===== src/rtl/crosswalk_controller.sv =====
`default_nettype none
// ============================================================================
// Module      : crosswalk_controller
// Description : Moore FSM sequencing car lamps and pedestrian walk lamps for
//               one intersection, with per-state timer and request latching.
// Revision    : 1.0 - initial release
// ============================================================================

module crosswalk_controller #(
  parameter int MIN_GREEN = 8,
  parameter int YELLOW_T  = 3,
  parameter int WALK_T    = 6,
  parameter int FLASH_T   = 4,
  parameter int CNT_W     = 8
) (
  input  logic       clk,
  input  logic       rst_n,
  input  logic       sx,
  input  logic       sy,
  output logic       car_g,
  output logic       car_y,
  output logic       car_r,
  output logic       walk_x,
  output logic       walk_y,
  output logic       flash,
  output logic       pend_x,
  output logic       pend_y,
  output logic [1:0] state
);

  typedef enum logic [1:0] {
    S_GREEN  = 2'd0,
    S_YELLOW = 2'd1,
    S_WALK   = 2'd2,
    S_FLASH  = 2'd3
  } state_t;

  localparam logic [CNT_W-1:0] c_GREEN_LAST  = CNT_W'(MIN_GREEN - 1);
  localparam logic [CNT_W-1:0] c_YELLOW_LAST = CNT_W'(YELLOW_T - 1);
  localparam logic [CNT_W-1:0] c_WALK_LAST   = CNT_W'(WALK_T - 1);
  localparam logic [CNT_W-1:0] c_FLASH_LAST  = CNT_W'(FLASH_T - 1);

  state_t             r_state;
  logic [CNT_W-1:0]   r_timer;
  logic               r_pend_x;
  logic               r_pend_y;
  logic               r_serve_x;
  logic               r_serve_y;
  logic               r_car_g;
  logic               r_car_y;
  logic               r_car_r;
  logic               r_walk_x;
  logic               r_walk_y;
  logic               r_flash;

  state_t             w_nxt_state;
  logic [CNT_W-1:0]   w_nxt_timer;
  logic               w_nxt_pend_x;
  logic               w_nxt_pend_y;
  logic               w_nxt_serve_x;
  logic               w_nxt_serve_y;
  logic               w_green_done;

  assign w_green_done = (r_timer >= c_GREEN_LAST);

  always_comb begin
    w_nxt_state   = r_state;
    w_nxt_timer   = r_timer + CNT_W'(1);
    w_nxt_pend_x  = r_pend_x | sx;
    w_nxt_pend_y  = r_pend_y | sy;
    w_nxt_serve_x = r_serve_x;
    w_nxt_serve_y = r_serve_y;

    case (r_state)
      S_GREEN: begin
        if (w_green_done && (r_pend_x || r_pend_y || sx || sy)) begin
          w_nxt_state = S_YELLOW;
        end else if (w_green_done) begin
          // Hold at the last GREEN count so an idle road never wraps the timer.
          w_nxt_timer = r_timer;
        end
      end
      S_YELLOW: begin
        if (r_timer == c_YELLOW_LAST) begin
          w_nxt_state   = S_WALK;
          // A request present on the entry edge is served now, not re-latched.
          w_nxt_serve_x = r_pend_x | sx;
          w_nxt_serve_y = r_pend_y | sy;
          w_nxt_pend_x  = 1'b0;
          w_nxt_pend_y  = 1'b0;
        end
      end
      S_WALK: begin
        if (r_timer == c_WALK_LAST) begin
          w_nxt_state = S_FLASH;
        end
      end
      S_FLASH: begin
        if (r_timer == c_FLASH_LAST) begin
          w_nxt_state   = S_GREEN;
          w_nxt_serve_x = 1'b0;
          w_nxt_serve_y = 1'b0;
        end
      end
      default: begin
        w_nxt_state = S_GREEN;
      end
    endcase

    if (w_nxt_state != r_state) begin
      w_nxt_timer = '0;
    end
  end

  // Lamp registers are loaded from the next-state values so they line up with
  // the state register on the same edge.
  always_ff @(posedge clk or negedge rst_n) begin
    if (!rst_n) begin
      r_state   <= S_GREEN;
      r_timer   <= '0;
      r_pend_x  <= 1'b0;
      r_pend_y  <= 1'b0;
      r_serve_x <= 1'b0;
      r_serve_y <= 1'b0;
      r_car_g   <= 1'b1;
      r_car_y   <= 1'b0;
      r_car_r   <= 1'b0;
      r_walk_x  <= 1'b0;
      r_walk_y  <= 1'b0;
      r_flash   <= 1'b0;
    end else begin
      r_state   <= w_nxt_state;
      r_timer   <= w_nxt_timer;
      r_pend_x  <= w_nxt_pend_x;
      r_pend_y  <= w_nxt_pend_y;
      r_serve_x <= w_nxt_serve_x;
      r_serve_y <= w_nxt_serve_y;
      r_car_g   <= (w_nxt_state == S_GREEN);
      r_car_y   <= (w_nxt_state == S_YELLOW);
      r_car_r   <= (w_nxt_state == S_WALK) || (w_nxt_state == S_FLASH);
      r_walk_x  <= (w_nxt_state == S_WALK) && w_nxt_serve_x;
      r_walk_y  <= (w_nxt_state == S_WALK) && w_nxt_serve_y;
      r_flash   <= (w_nxt_state == S_FLASH) && !w_nxt_timer[0];
    end
  end

  assign car_g  = r_car_g;
  assign car_y  = r_car_y;
  assign car_r  = r_car_r;
  assign walk_x = r_walk_x;
  assign walk_y = r_walk_y;
  assign flash  = r_flash;
  assign pend_x = r_pend_x;
  assign pend_y = r_pend_y;
  assign state  = r_state;

endmodule

`default_nettype wire


===== config.mk =====
export PLATFORM = sky130hd
export DESIGN_NAME = crosswalk_controller
export DESIGN_NICKNAME = d
export VERILOG_FILES = /design/src/rtl/crosswalk_controller.sv
export SDC_FILE = /design/constraint.sdc
export NUM_CORES = 1
export LEC_CHECK = 0
export CORE_MARGIN = 2
export CORE_UTILIZATION = 53
export DETAILED_ROUTE_END_ITERATION = 16
export HOLD_SLACK_MARGIN = 0.15
export PLACE_DENSITY = 0.8
export SETUP_SLACK_MARGIN = 0.15
export SKIP_LAST_GASP = 1
export SLEW_MARGIN = 0
export SYNTH_ARGS = -nofsm -noshare
export SYNTH_HDL_FRONTEND = slang
export SYNTH_SLANG_ARGS = --single-unit

===== constraint.sdc =====
create_clock -name clk -period 2 [get_ports clk]
set_input_delay 0.4 -clock clk [delete_from_list [all_inputs] [get_ports clk]]
set_output_delay 0.4 -clock clk [all_outputs]
set_load 0.01 [all_outputs]

==> run summary, run 1 <==
Ant. Diodes = 0
CTS sink cnt = 19
cell row count = 16
DP Wirelength = 1737 um
syn avg cell area = 9.130 um2
initial cell density of the core = 55.48%
Hold Violations, Final = 0
first-pass GRT wire length = 4153 um
post-layout min period = 1956 ps
Internal = 0.0004681 W
WL/cell = 14.05 um
RSZ-0062 raised after global routing = yes
worst hold margin = 435.9 ps
Setup Skew = 5.070 ps
synthesis-to-layout area growth = 29.85%
Core Box Area = 1942 um2
input/output buffers = 13
maximum clock frequency = 511.3 MHz
synth unique cells = 38
io pins = 14
Die ar. = 2409 um2
Clock power frac = 32.5%
Pwr Density = 422.2 nW/um2
Mapped Area = 1077 um2
DRC viols = 0
largest net degree at the start of global routing = 13
GRT overflow = 0
post-synthesis sequential area ratio = 44.25%
clock transition at the registers of the reported paths = 100 ps
layout net count = 153
CTS buffer count = 3
Max FO, Critical Path = 3
slew of the pin with the lowest slew margin = 524.8 ps
P_sw = 0.0001225 W
MaxCap Viol Count = 0
hold_buf cts = 0
final worst-path cycle share = 97.79%
CTS tree = yes
initial antenna violation count = 0
worst vdd ir = 0.0003081 V
Placer Congestion = 0.8326
die width = 49.09 um
Rel. slew slack = 64.90%
CTS H-tree depth = 1
Initial DRC Count = 20
die height = 49.09 um
Post-Route WL = 2416 um
clk root buf = clkbuf_4
leakage = 0.5667 nW
Hold WC Path Type = primary input to async pin
Syn. warnings = 0
net count after synthesis = 125
TNS Setup = 0 ps
fillers = 151
layout cells sized above 1 = 24.14%
Syn Inst Count = 118
Tot GR Track Use = 21.70%
Gate power share = 2.4%
worst setup path class = register to register
most frequent cells in the layout = dfrtp_1 (17), buf_4 (15), clkdlybuf4s50_1 (13)
Routed Antenna Nets = 0
commonest non-fill, non-tap cell in the layout = dfrtp_1
via/cell ratio = 6.064
DR pass1 iterations = 5
status = completed
Flop pwr share = 65.0%
number of global-route vias before repair = 957
Vias = 1043
Crit. End Element = register
worst path required time = 2180 ps
Slew Limit Fails = 0
crit path DAT = 2140 ps
total power = 0.0005906 W
Sw Share = 20.75%
CP Launch Type = register
synthesized flop and latch total = 19
CTS Buffer Depth = 2
final setup violation count = 0
Clk Latency, worst-skew pair = 300 ps
==> state kept, by name, indices dropped and copies added, names as in the netlist <==
| name | flops |
|---|---|
| car_g | 1 |
| car_r | 1 |
| car_y | 1 |
| flash | 1 |
| pend_x | 1 |
| pend_y | 1 |
| r_serve_x | 1 |
| r_serve_y | 1 |
| r_timer | 8 |
| state | 1 |
| walk_x | 1 |
| walk_y | 1 |
==> metrics by stage <==
stage	cells	worst slack (ps)	utilization, %	area, um2
2_1_floorplan	118	178.8	-	1077
3_3_place_gp	162	147.9	66.17	1285
3_5_place_dp	162	94.89	66.17	1285
4_1_cts	171	150.9	69.97	1359
5_1_grt	172	-40.98	72.04	1399
6_report	172	44.18	72.04	1399
==> final cells by class <==
cell class                 count  area [um2]  share of cell area [%]
tap                           27       33.78                   2.415
timing repair buffer          28       242.7                   17.35
inverter                       7       26.28                   1.878
clock buffer                   4       26.28                   1.878
sequential                    19       478.0                   34.17
multi-input combinational     87       591.8                   42.31
==> per-layer routing <==
| metal | up-vias | wire [um] | global-route usage [%] |
|---|---|---|---|
| met5 | - | 0 | 0 |
| met4 | 0 | 39 | 5.238 |
| met3 | 6 | 118 | 4.294 |
| met2 | 39 | 1192 | 37.84 |
| met1 | 516 | 1066 | 27.44 |
| li1 | 482 | - | - |
==> power by group through the flow <==
stage / Sequential (W) / Clock (W) / Combinational [W]
5_1_grt: 0.000384 / 0.000220 / 0.0000167
2_1_floorplan: 0.000392 / 0 / 0.0000000398
4_1_cts: 0.000384 / 0.000197 / 0.0000151
3_5_place_dp: 0.000391 / 0 / 0.0000150
3_3_place_gp: 0.000391 / 0 / 0.0000148
6_report: 0.000384 / 0.000192 / 0.0000144
==> logic make-up (layout without fill, tap and decap cells) <==
group                    count (synthesis)  count (layout)  synth area share, %
AO/OA/AOI/OAI                           35              35                20.56
flip-flops                              19              19                44.25
buffers and inverters                   12              39                4.646
adder cells (fa/ha/maj)                  3               3                3.485
AND/OR/NAND/NOR                         49              49                27.06
==> synth_stat cells, drive strengths merged <==
cell | n | area, um2
o22a | 2 | 17.52
or3 | 3 | 23.77
and3b | 2 | 17.52
ha | 3 | 37.54
o22ai | 2 | 12.51
buf | 2 | 12.51
o2111ai | 1 | 8.760
o21ai | 10 | 50.05
a211oi | 1 | 7.510
a21oi | 10 | 50.05
nor3 | 5 | 25.02
or2 | 1 | 6.260
nand3 | 5 | 37.54
and3 | 5 | 36.28
a21o | 3 | 22.52
nor4b | 1 | 8.760
dfrtp | 18 | 450.4
a22oi | 1 | 7.510
a2111oi | 1 | 15.01
or4 | 1 | 11.26
a311o | 1 | 10.01
clkbuf | 3 | 11.26
nand2b | 3 | 18.77
o211ai | 1 | 7.510
nor2 | 8 | 37.54
a31oi | 2 | 12.51
dfstp | 1 | 26.28
nor2b | 2 | 12.51
nand4 | 1 | 6.260
nand2 | 10 | 37.54
nor4 | 2 | 12.51
inv | 7 | 26.28
==> critical path, cell delays in order (launching register included) <==
cell and delay, ps:
dfrtp_1 410, or3_4 430, or4_4 560, and3_4 210, a21oi_1 150, o22ai_1 100
==> path summary, 6_finish.rpt <==
kind	from	end	slack [ps]	cells past startpoint
worst max-delay path	r_timer[5]	r_timer[7]	40	5
worst max register to register	r_timer[5]	r_timer[7]	40	5
max in group asynchronous	rst_n	r_timer[5]	1050	2
min in group clk	r_serve_x	r_serve_x	540	2
worst min-delay path	rst_n	walk_y	440	1
worst min register to register	r_serve_x	r_serve_x	540	2
==> what timing repair did <==
item                                    in CTS  in global routing
endpoints found under the setup margin       7                 12
buffers inserted                             5                  1
resized for setup                            3                  7
pin swaps                                    1                  7
No activity file was read; power rests on OpenSTA's default activity.
==> run 2: changes to the inputs <==
--- a/config.mk
+++ b/config.mk
@@ -5,13 +5,13 @@
 export SDC_FILE = /design/constraint.sdc
 export NUM_CORES = 1
 export LEC_CHECK = 0
+export ABC_CLOCK_PERIOD_IN_PS = 2000
 export CORE_MARGIN = 2
 export CORE_UTILIZATION = 53
 export DETAILED_ROUTE_END_ITERATION = 16
 export HOLD_SLACK_MARGIN = 0.15
 export PLACE_DENSITY = 0.8
 export SETUP_SLACK_MARGIN = 0.15
-export SKIP_LAST_GASP = 1
 export SLEW_MARGIN = 0
 export SYNTH_ARGS = -nofsm -noshare
 export SYNTH_HDL_FRONTEND = slang
==> results of run 2 <==
Same layout as run 1: the final DEF is identical, and so are final timing and power.
==> run 3: changes to the inputs <==
--- a/config.mk
+++ b/config.mk
@@ -6,7 +6,6 @@
 export NUM_CORES = 1
 export LEC_CHECK = 0
 export ABC_CLOCK_PERIOD_IN_PS = 2000
-export CORE_MARGIN = 2
 export CORE_UTILIZATION = 53
 export DETAILED_ROUTE_END_ITERATION = 16
 export HOLD_SLACK_MARGIN = 0.15
==> run 3 against run 2 <==
Count of clock-buffer cells in the layout down 1. Global-route usage up 5.6 points. Non-clock buffer count up 3. Clock skew up 3.6 ps. Combinational power up 3%. Cell area up 5.4%. Total power up 1.4%. Critical path depth unchanged. First-iteration DRC count rose to 3.5 times the previous value. Utilization up 8.9 points. Worst setup slack better by 58 ps. Sequential power about the same. Largest cell class unchanged. Highest routed layer unchanged.
==> run summary, run 3 (synthesis gave the netlist of run 1 again) <==
status = completed
WL/cell = 17.78 um
Crit. End Element = register
Core Box Area = 1821 um2
post-layout min period = 1897 ps
grt peak-use layer = met2
first-pass GRT wire length = 4119 um
Rel. slew slack = 63.84%
hold_buf cts = 0
Die ar. = 2217 um2
cell row count = 15
Top reg by flops = r_timer
Worst R2R Setup Slack = 100 ps
Pwr Density = 406.3 nW/um2
CTS tree = yes
max reg flops = 8
clk root buf = clkbuf_4
Ant. Diodes = 0
met1 Resource Use GR = 33.66%
initial antenna violation count = 0
CP Launch Type = register
Max FO, Critical Path = 3
DRC viols = 0
CTS sink cnt = 19
via/cell ratio = 6.264
Tot GR Track Use = 27.32%
synthesis-to-layout area growth = 36.82%
layout cells sized above 1 = 30.20%
Hold Violations, Final = 0
io pins = 14
TNS Setup = 0 ps
DR pass1 iterations = 4
CTS buffer count = 3
Setup Skew = 8.677 ps
worst path required time = 2200 ps
layout net count = 157
clock transition at the registers of the reported paths = 110 ps
most frequent cells in the layout = buf_4 (17), dfrtp_1 (16), clkdlybuf4s50_1 (13)
largest net degree at the start of global routing = 13
Placer Congestion = 0.8771
Initial DRC Count = 69
M3 GR Usage = 5.385%
RSZ-0062 raised after global routing = yes
die height = 47.09 um
maximum clock frequency = 527.0 MHz
CTS Buffer Depth = 2
commonest non-fill, non-tap cell in the layout = buf_4
number of global-route vias before repair = 929
Post-Route WL = 3093 um
Clk Latency, worst-skew pair = 310 ps
worst vdd ir = 0.0005270 V
GRT overflow = 0
dpl cell area = 1275 um2
CTS H-tree depth = 1
die width = 47.09 um
met2 Usage GRT = 43.06%
initial cell density of the core = 59.18%
final setup violation count = 0
crit path DAT = 2100 ps
Vias = 1090
Final Instance Area = 1474 um2
final worst-path cycle share = 94.87%
Slew Limit Fails = 0
slew of the pin with the lowest slew margin = 540.7 ps
input/output buffers = 13
MaxCap Viol Count = 0
Routed Antenna Nets = 0
worst setup path class = register to register
DP Wirelength = 1774 um
leakage = 0.5966 nW
Hold WC Path Type = primary input to async pin
run 3: cell count changes in the layout (fill, tap and decap cells not counted), sizes merged:
cell,change
buf,+3
clkbuf,-1
clkinv,+1
nand3,+1
run 3: what timing repair did:
item,CTS,global route
resized for setup,7,12
buffers inserted,3,7
setup endpoints to repair,7,11
pin swaps,3,4
cloned,0,1
endpoints found under the hold margin,0,0
run 3: where the power goes:
part / internal [W] / total (W) / switching (W)
clock network: 0.0000748 / 0.000200 / 0.000125
logic: 0.00000639 / 0.0000149 / 0.00000847
registers: 0.000384 / 0.000384 / 0.0000000000000000000413
total: 0.000465 / 0.000599 / 0.000134
run 3: through the flow:
step | setup slack (ps) | cells | power [W] | util, % | hold slack [ps]
floorplan | 178.8 | 118 | 0.0003916 | - | 104.4
global placement | 141.1 | 159 | 0.0004060 | 70.03 | 494.6
detailed placement | 76.65 | 159 | 0.0004068 | 70.03 | 518.9
CTS | 154.9 | 166 | 0.0006033 | 74.36 | 449.6
global route | 75.15 | 174 | 0.0006213 | 80.96 | 449.2
finish | 102.6 | 174 | 0.0005988 | 80.96 | 427.1
run 3: worst max-delay path, cell delays in order, from the launching register on:
cell and delay [ps]:
dfrtp_1 420, or3_4 430, or4_4 470, and3_4 220
a21oi_1 150, o22ai_1 100
run 3: per-layer routing:
layer,vias up,wire (um)
met5,-,0
met4,0,144
met3,12,210
met2,77,1505
met1,511,1231
li1,490,-
run 3: cell type report:
class	instances	area, um2
multi-input combinational	88	640.6
sequential	19	479.2
fill	109	346.6
timing repair buffer	31	269.0
tap	25	31.28
inverter	7	26.28
clock buffer	3	22.52
clock inverter	1	5.005
run 3: worst paths after layout:
check,startpoint,end,cells past startpoint
max reg2reg,r_timer[7],r_timer[6],5
min reg2reg,r_serve_x,walk_x,2
min,rst_n,walk_y,1
min in group clk,r_serve_x,walk_x,2
max,r_timer[7],r_timer[6],5
max in group asynchronous,rst_n,r_timer[1],2
